<file path="config.mk">
export PLATFORM = sky130hd
export DESIGN_NAME = cache_control_4way_flat
export DESIGN_NICKNAME = d
export VERILOG_FILES = /design/src/rtl/cache_control_4way_pkg.sv /design/src/rtl/cache_control_4way_if.sv /design/src/rtl/way_encoder.sv /design/src/rtl/cache_control_4way.sv /design/src/flat_wrapper.sv
export SDC_FILE = /design/constraint.sdc
export NUM_CORES = 1
export LEC_CHECK = 0
export CORE_ASPECT_RATIO = 0.9
export CORE_UTILIZATION = 45
export CTS_BUF_LIST = sky130_fd_sc_hd__clkbuf_4
export CTS_CLUSTER_DIAMETER = 100
export CTS_CLUSTER_SIZE = 12
export DETAILED_ROUTE_END_ITERATION = 10
export DONT_BUFFER_PORTS = 1
export GPL_TIMING_DRIVEN = 0
export PLACE_DENSITY = 0.61
export SLEW_MARGIN = 10
export SYNTH_ARGS = -nofsm -noshare
export SYNTH_HDL_FRONTEND = slang
export SYNTH_SLANG_ARGS = --single-unit
</file>
<file path="constraint.sdc">
create_clock -name clk -period 4.85 [get_ports clk]
set_input_delay 1.455 -clock clk [delete_from_list [all_inputs] [get_ports clk]]
set_output_delay 1.455 -clock clk [all_outputs]
set_load 0.1 [all_outputs]
</file>
<file path="src/rtl/cache_control_4way_pkg.sv">
`default_nettype none
// ============================================================================
// Module   : cache_control_4way_pkg
// Purpose  : Shared types, constants and helpers for the 4-way cache
//            control FSM and its datapath/LRU hookup.
// Revision : 1.0  initial release
// ============================================================================
package cache_control_4way_pkg;

  typedef logic [1:0] lc3b_2bit;
  typedef logic [3:0] lc3b_4bit;

  typedef enum logic [1:0] {
    IDLE      = 2'd0,
    WRITEBACK = 2'd1,
    ALLOCATE  = 2'd2
  } cache_ctrl_state_t;

  // Data array write source
  localparam logic DATA_SRC_CPU     = 1'b0;
  localparam logic DATA_SRC_PMEM    = 1'b1;

  // Physical-memory address source
  localparam logic PMEM_ADDR_CPU    = 1'b0;
  localparam logic PMEM_ADDR_VICTIM = 1'b1;

  localparam logic [15:0] c_cnt_max = 16'hFFFF;

  // Way index to one-hot MRU strobe
  function automatic lc3b_4bit way_onehot(input lc3b_2bit idx);
    return lc3b_4bit'(1) << idx;
  endfunction

  // Increment that sticks at full scale instead of wrapping
  function automatic logic [15:0] sat_inc(input logic [15:0] v);
    return (v == c_cnt_max) ? v : v + 16'd1;
  endfunction

endpackage
`default_nettype wire

</file>
<file path="src/rtl/cache_control_4way_if.sv">
`default_nettype none
// ============================================================================
// Module   : cache_control_4way_if
// Purpose  : Bundles the CPU, datapath, LRU and physical-memory signals seen
//            by the cache control FSM. slave = controller view,
//            master = environment (CPU/datapath/pmem) view.
// Revision : 1.0  initial release
// ============================================================================
interface cache_control_4way_if;
  import cache_control_4way_pkg::*;

  logic        mem_read;
  logic        mem_write;
  logic        mem_resp;
  lc3b_4bit    hit_way;
  lc3b_2bit    replace_way;
  logic        victim_dirty;
  logic        pmem_resp;
  logic        pmem_read;
  logic        pmem_write;
  lc3b_4bit    lru_update;
  lc3b_2bit    way_sel;
  logic        load_data;
  logic        load_tag;
  logic        set_dirty;
  logic        data_src;
  logic        addr_sel;
  logic [15:0] hit_count;
  logic [15:0] miss_count;

  modport slave (
    input  mem_read, mem_write, hit_way, replace_way, victim_dirty, pmem_resp,
    output mem_resp, pmem_read, pmem_write, lru_update, way_sel, load_data,
           load_tag, set_dirty, data_src, addr_sel, hit_count, miss_count
  );

  modport master (
    output mem_read, mem_write, hit_way, replace_way, victim_dirty, pmem_resp,
    input  mem_resp, pmem_read, pmem_write, lru_update, way_sel, load_data,
           load_tag, set_dirty, data_src, addr_sel, hit_count, miss_count
  );

endinterface
`default_nettype wire

</file>
<file path="src/rtl/way_encoder.sv">
`default_nettype none
// ============================================================================
// Module   : way_encoder
// Purpose  : 4-bit hit vector to 2-bit way index. Lowest set bit wins when
//            more than one way reports a match; o_valid flags any match.
// Revision : 1.0  initial release
// ============================================================================
module way_encoder
  import cache_control_4way_pkg::*;
(
  input  lc3b_4bit i_onehot,
  output lc3b_2bit o_index,
  output logic     o_valid
);

  // Priority encode, lowest index first
  always_comb begin
    o_valid = |i_onehot;
    if (i_onehot[0])      o_index = 2'd0;
    else if (i_onehot[1]) o_index = 2'd1;
    else if (i_onehot[2]) o_index = 2'd2;
    else if (i_onehot[3]) o_index = 2'd3;
    else                  o_index = 2'd0;
  end

endmodule
`default_nettype wire

</file>
<file path="src/rtl/cache_control_4way.sv">
`default_nettype none
// ============================================================================
// Module   : cache_control_4way
// Purpose  : Control FSM for the 4-way set-associative L1 cache. Serves hits,
//            writes back dirty victims, fills lines, strobes the pseudo-LRU
//            array and keeps saturating hit/miss counters.
// Revision : 1.0  initial release
// ============================================================================
module cache_control_4way
  import cache_control_4way_pkg::*;
(
  input  logic                 clk,
  input  logic                 reset,
  cache_control_4way_if.slave  bus
);

  cache_ctrl_state_t r_state;
  cache_ctrl_state_t w_next_state;
  lc3b_2bit          r_victim;
  logic              r_retry;
  logic [15:0]       r_hit_count;
  logic [15:0]       r_miss_count;

  logic     w_req;
  logic     w_write;
  logic     w_hit;
  lc3b_2bit w_hit_idx;
  logic     w_idle_hit;
  logic     w_idle_miss;

  logic     w_mem_resp;
  logic     w_pmem_read;
  logic     w_pmem_write;
  lc3b_4bit w_lru_update;
  lc3b_2bit w_way_sel;
  logic     w_load_data;
  logic     w_load_tag;
  logic     w_set_dirty;
  logic     w_data_src;
  logic     w_addr_sel;

  // A simultaneous read and write is handled as a write
  assign w_req       = bus.mem_read | bus.mem_write;
  assign w_write     = bus.mem_write;
  assign w_idle_hit  = (r_state == IDLE) && w_req && w_hit;
  assign w_idle_miss = (r_state == IDLE) && w_req && !w_hit;

  way_encoder u_way_encoder (
    .i_onehot (bus.hit_way),
    .o_index  (w_hit_idx),
    .o_valid  (w_hit)
  );

  // Next state and Mealy outputs; everything forced quiet while reset is high
  always_comb begin
    w_next_state = r_state;
    w_mem_resp   = 1'b0;
    w_pmem_read  = 1'b0;
    w_pmem_write = 1'b0;
    w_lru_update = '0;
    w_way_sel    = '0;
    w_load_data  = 1'b0;
    w_load_tag   = 1'b0;
    w_set_dirty  = 1'b0;
    w_data_src   = DATA_SRC_CPU;
    w_addr_sel   = PMEM_ADDR_CPU;
    if (!reset) begin
      case (r_state)
        IDLE: begin
          if (w_req) begin
            if (w_hit) begin
              w_mem_resp   = 1'b1;
              w_way_sel    = w_hit_idx;
              w_lru_update = way_onehot(w_hit_idx);
              if (w_write) begin
                w_load_data = 1'b1;
                w_set_dirty = 1'b1;
                w_data_src  = DATA_SRC_CPU;
              end
            end else begin
              // Point the datapath at the victim now so its dirty bit is
              // available to pick the next state in this same cycle
              w_way_sel    = bus.replace_way;
              w_next_state = bus.victim_dirty ? WRITEBACK : ALLOCATE;
            end
          end
        end
        WRITEBACK: begin
          w_pmem_write = 1'b1;
          w_addr_sel   = PMEM_ADDR_VICTIM;
          w_way_sel    = r_victim;
          if (bus.pmem_resp) w_next_state = ALLOCATE;
        end
        ALLOCATE: begin
          w_pmem_read = 1'b1;
          w_addr_sel  = PMEM_ADDR_CPU;
          w_way_sel   = r_victim;
          if (bus.pmem_resp) begin
            w_load_data  = 1'b1;
            w_load_tag   = 1'b1;
            w_data_src   = DATA_SRC_PMEM;
            w_next_state = IDLE;
          end
        end
        default: w_next_state = IDLE;
      endcase
    end
  end

  // State, latched victim, retry flag and saturating counters
  always_ff @(posedge clk) begin
    if (reset) begin
      r_state      <= IDLE;
      r_victim     <= '0;
      r_retry      <= 1'b0;
      r_hit_count  <= '0;
      r_miss_count <= '0;
    end else begin
      r_state <= w_next_state;
      if (w_idle_miss) begin
        r_victim     <= bus.replace_way;
        r_retry      <= 1'b1;
        r_miss_count <= sat_inc(r_miss_count);
      end
      // Only a hit on the first attempt counts; the re-serviced hit after
      // a fill just clears the retry flag
      if (w_idle_hit) begin
        r_retry <= 1'b0;
        if (!r_retry) r_hit_count <= sat_inc(r_hit_count);
      end
    end
  end

  assign bus.mem_resp   = w_mem_resp;
  assign bus.pmem_read  = w_pmem_read;
  assign bus.pmem_write = w_pmem_write;
  assign bus.lru_update = w_lru_update;
  assign bus.way_sel    = w_way_sel;
  assign bus.load_data  = w_load_data;
  assign bus.load_tag   = w_load_tag;
  assign bus.set_dirty  = w_set_dirty;
  assign bus.data_src   = w_data_src;
  assign bus.addr_sel   = w_addr_sel;
  assign bus.hit_count  = r_hit_count;
  assign bus.miss_count = r_miss_count;

endmodule
`default_nettype wire

</file>
<file path="src/flat_wrapper.sv">
// flat-port wrapper written by rule: the top's interface ports become plain ports
module cache_control_4way_flat import cache_control_4way_pkg::*;
  (clk, reset, bus_mem_read, bus_mem_write, bus_hit_way, bus_replace_way, bus_victim_dirty, bus_pmem_resp, bus_mem_resp, bus_pmem_read, bus_pmem_write, bus_lru_update, bus_way_sel, bus_load_data, bus_load_tag, bus_set_dirty, bus_data_src, bus_addr_sel, bus_hit_count, bus_miss_count);
  cache_control_4way_if bus_i ();
  input  logic clk;
  input  logic reset;
  input wire logic [$bits(bus_i.mem_read)-1:0] bus_mem_read;
  input wire logic [$bits(bus_i.mem_write)-1:0] bus_mem_write;
  input wire logic [$bits(bus_i.hit_way)-1:0] bus_hit_way;
  input wire logic [$bits(bus_i.replace_way)-1:0] bus_replace_way;
  input wire logic [$bits(bus_i.victim_dirty)-1:0] bus_victim_dirty;
  input wire logic [$bits(bus_i.pmem_resp)-1:0] bus_pmem_resp;
  output wire logic [$bits(bus_i.mem_resp)-1:0] bus_mem_resp;
  output wire logic [$bits(bus_i.pmem_read)-1:0] bus_pmem_read;
  output wire logic [$bits(bus_i.pmem_write)-1:0] bus_pmem_write;
  output wire logic [$bits(bus_i.lru_update)-1:0] bus_lru_update;
  output wire logic [$bits(bus_i.way_sel)-1:0] bus_way_sel;
  output wire logic [$bits(bus_i.load_data)-1:0] bus_load_data;
  output wire logic [$bits(bus_i.load_tag)-1:0] bus_load_tag;
  output wire logic [$bits(bus_i.set_dirty)-1:0] bus_set_dirty;
  output wire logic [$bits(bus_i.data_src)-1:0] bus_data_src;
  output wire logic [$bits(bus_i.addr_sel)-1:0] bus_addr_sel;
  output wire logic [$bits(bus_i.hit_count)-1:0] bus_hit_count;
  output wire logic [$bits(bus_i.miss_count)-1:0] bus_miss_count;
  assign bus_i.mem_read = bus_mem_read;
  assign bus_i.mem_write = bus_mem_write;
  assign bus_i.hit_way = bus_hit_way;
  assign bus_i.replace_way = bus_replace_way;
  assign bus_i.victim_dirty = bus_victim_dirty;
  assign bus_i.pmem_resp = bus_pmem_resp;
  assign bus_mem_resp = bus_i.mem_resp;
  assign bus_pmem_read = bus_i.pmem_read;
  assign bus_pmem_write = bus_i.pmem_write;
  assign bus_lru_update = bus_i.lru_update;
  assign bus_way_sel = bus_i.way_sel;
  assign bus_load_data = bus_i.load_data;
  assign bus_load_tag = bus_i.load_tag;
  assign bus_set_dirty = bus_i.set_dirty;
  assign bus_data_src = bus_i.data_src;
  assign bus_addr_sel = bus_i.addr_sel;
  assign bus_hit_count = bus_i.hit_count;
  assign bus_miss_count = bus_i.miss_count;
  cache_control_4way u_core (.clk(clk), .reset(reset), .bus(bus_i));
endmodule
</file>
==> impl_metrics.env <==
export IMPL_pwr_density_cell_nw_per_um2=391
export IMPL_grt_pass1_wl_um=7380
export IMPL_cts_tree="yes"
export IMPL_drt_first_iter_violations=70
export IMPL_r2r_cells=7
export IMPL_synth_top_area_share_pct=36.8
export IMPL_ios=58
export IMPL_endpoint="bus_lru_update[1]"
export IMPL_finClkSkew_ns=0.00879
export IMPL_fmax_mhz=213
export IMPL_clock_latency_ns=0.34
export IMPL_path_buf_inv=2
export IMPL_gp_congestion=0.745
export IMPL_grt_use_total_pct=20.4
export IMPL_drt_total_wl_um=4340
export IMPL_hold_viol_final=0
export IMPL_dp_slack_ns=-0.147
export IMPL_worst_slew_pin_slew_ns=1.32
export IMPL_cts_hold_buffers_added=0
export IMPL_crit_fanout=10
export IMPL_yosys_top_cells_area="dfxtp_1 37%, xnor2_1 9.1%, nor2_1 7.8%, ha_1 3.7%, nand3_1 3.5%"
export IMPL_start_util_pct=48.1
export IMPL_r2r_slack_ns=1.41
export IMPL_rsz0062_at_grt="false"
export IMPL_startpoint_type="input pin"
export IMPL_cts_buffers=5
export IMPL_startpoint="reset"
export IMPL_wl_per_cell_um=14.0
export IMPL_final_cells=310
export IMPL_ant_nets=0
export IMPL_gr_total_overflow=0
export IMPL_critPathCaptureType="output pin"
export IMPL_coreArea_um2=4180
export IMPL_crit_path_max_incr_delay_ns=1.20
export IMPL_die_w_um=72.5
export IMPL_crit_chain="clkbuf_1 -> clkbuf_2 -> nor4b_4"
export IMPL_syn_num_nets=258
export IMPL_reg2reg_to="u_core.bus.miss_count[2]"
export IMPL_cts_root_buf="clkbuf_4"
export IMPL_post_cts_setup_buffer_count=0
export IMPL_ys_ff_latch=37
export IMPL_vias=1680
export IMPL_hpwlAfterDp_um=3250
export IMPL_dr_pass1_iters=4
export IMPL_clockBufferDepth=2
export IMPL_drv_cap=0
export IMPL_grt_max_degree=12
export IMPL_viasPerCell=5.42
export IMPL_syn_to_final_growth_pct=11.4
export IMPL_htreeDepth=2
export IMPL_numClockSinks=37
export IMPL_maxSlewViolCount=0
export IMPL_drcViolationCount=0
export IMPL_p_leak_nw=0.713
export IMPL_setup_viol=0
export IMPL_yosysUniqueCellTypes=37
export IMPL_grt_antenna_before_repair=0
export IMPL_placed_cells=302
export IMPL_port_buffers=0
export IMPL_drive_gt1_share_pct=12.4
export IMPL_worst_setup_path_type="input pin to output pin"
export IMPL_required_ns=3.39
export IMPL_netlist_area_um2=2010
export IMPL_ys_seq_area_share_pct=36.8
export IMPL_cpMaxStageDelayCell="nor4b_4"
export IMPL_yosysTopAreaCell="dfxtp_1"
export IMPL_arrival_ns=3.24
export IMPL_period_share_pct=96.8
export IMPL_fin_crit_ns=4.69
export IMPL_regToRegStartpoint="u_core.bus.miss_count[0]"
export IMPL_nets=267
export IMPL_relSlewSlack_pct=11.7
export IMPL_tns_ns=0
export IMPL_hp_class="flip-flop to flip-flop"
export IMPL_clkTransAtPathRegs_ns=0.10
export IMPL_avgSynthCellArea_um2=8.39
export IMPL_die_h_um=65.5
export IMPL_yosys_warnings=0
export IMPL_grt_pass1_vias=1593
export IMPL_die_area_um2=4750
export IMPL_insertedDiodeCount=0
export IMPL_rows=22
export IMPL_crit_cells=3
export IMPL_path_delay_family="simple AND/OR/NAND/NOR gates"
export IMPL_ir_drop_mv=0.261
export IMPL_setup_slack_ns=0.156
export IMPL_whs_ns=0.458
export IMPL_netlist_instances=240
export IMPL_status="completed"
## registers in the layout, summed over array words and instances, names as in the netlist
name and flops:
u_core.bus.hit_count 16, u_core.bus.miss_count 16, u_core.r_retry 1, u_core.r_state 2, u_core.r_victim 2
## layout make-up
cell class	instances	area, um^2
Clock buffer	5	37.5
Clock inverter	3	12.5
Timing Repair Buffer	2	18.8
Fill cell	400	1940
Multi-Input combinational cell	188	1280
Sequential cell	37	741
Inverter	2	7.51
Buffer	13	65.1
Tap cell	60	75.1
## per-stage QoR
| stage | cell area (um^2) | util [%] | power (W) |
|---|---|---|---|
| floorplan | 2050 | - | 0.000675 |
| global placement | 2120 | 50.7 | 0.000709 |
| detailed placement | 2170 | 52.0 | 0.000730 |
| global route | 2240 | 53.6 | 0.000930 |
| finish | 2240 | 53.6 | 0.000877 |
| CTS | 2230 | 53.4 | 0.000888 |
## layout by cell type (no fill, tap or decap), types with 3 or more instances in the layout
cell and instances:
nor3b_1 3, dfxtp_1 37, nand3_1 14, nor3_1 10, clkbuf_1 8, clkbuf_4 5
nor4_2 3, and4_1 3, nor4b_1 4, ha_1 6, a21oi_1 6, nand2_1 11
xor2_1 3, o21ai_0 6, nand4_1 8, nand2b_1 4, and3_1 6, nor2_1 42
xnor2_1 21, nor4_1 8, mux2i_1 4, nor3_4 3
## worst min-delay path by stage
stage	from	cells after the start	slack [ns]	endpoint
4_1_cts	u_core.r_retry	2	0.46	u_core.r_retry
5_1_grt	u_core.r_retry	2	0.48	u_core.r_retry
3_5_place_dp	u_core.r_retry	2	0.44	u_core.r_retry
3_3_place_gp	u_core.r_retry	2	0.44	u_core.r_retry
6_report	u_core.r_retry	2	0.46	u_core.r_retry
2_1_floorplan	u_core.r_retry	2	0.43	u_core.r_retry
## Yosys cell counts (all sizes together)
| master | n |
|---|---|
| a211oi | 3 |
| a21oi | 6 |
| a31o | 1 |
| and2 | 2 |
| and3 | 6 |
| and4 | 3 |
| and4b | 1 |
| buf | 5 |
| clkbuf | 8 |
| dfxtp | 37 |
| ha | 6 |
| inv | 2 |
| mux2 | 2 |
| mux2i | 4 |
| nand2 | 11 |
| nand2b | 4 |
| nand3 | 14 |
| nand4 | 8 |
| nor2 | 42 |
| nor2b | 4 |
| nor3 | 13 |
| nor3b | 3 |
| nor4 | 11 |
| nor4b | 7 |
| o21ai | 7 |
| or2 | 1 |
| or2b | 1 |
| or3 | 2 |
| or4 | 2 |
| xnor2 | 21 |
| xor2 | 3 |
## worst register-to-register path, cell delays in order, from the launching register on
cell and delay (ns):
dfxtp_1 1.03, ha_1 0.33, nand4_1 0.21, nor4b_1 0.90, clkbuf_1 0.50, nor3b_1 0.14, xnor2_1 0.15, nor2_1 0.06
## kinds of logic after synthesis
group	count (synthesis)	synth area share, %
simple gates	135	37.6
flops	37	36.8
xor+xnor	24	10.4
compound gates	17	4.79
buf+inv	15	3.54
mux	6	3.11
fa+ha+maj	6	3.73
## repair_timing
action,in CTS,in global routing
resized for setup,2,3
pin swaps,1,1
endpoints found under the setup margin,2,2
hold endpoints to repair,0,0
## routing by layer
layer  vias up  GRT usage [%]  part of all wire [%]
met5         -              0                     0
met4         0           6.62                   1.5
met3         9           8.44                   9.5
met2        58           27.6                    39
met1       741           28.8                    50
li1        872              -                     -
## power by group
group / total [W] / internal, W / switching, W
Combinational: 0.000329 / 0.0000816 / 0.000248
Sequential: 0.000397 / 0.000319 / 0.0000778
Clock: 0.000151 / 0.0000524 / 0.0000983
Note: power is estimated with default switching activity, not from simulation.
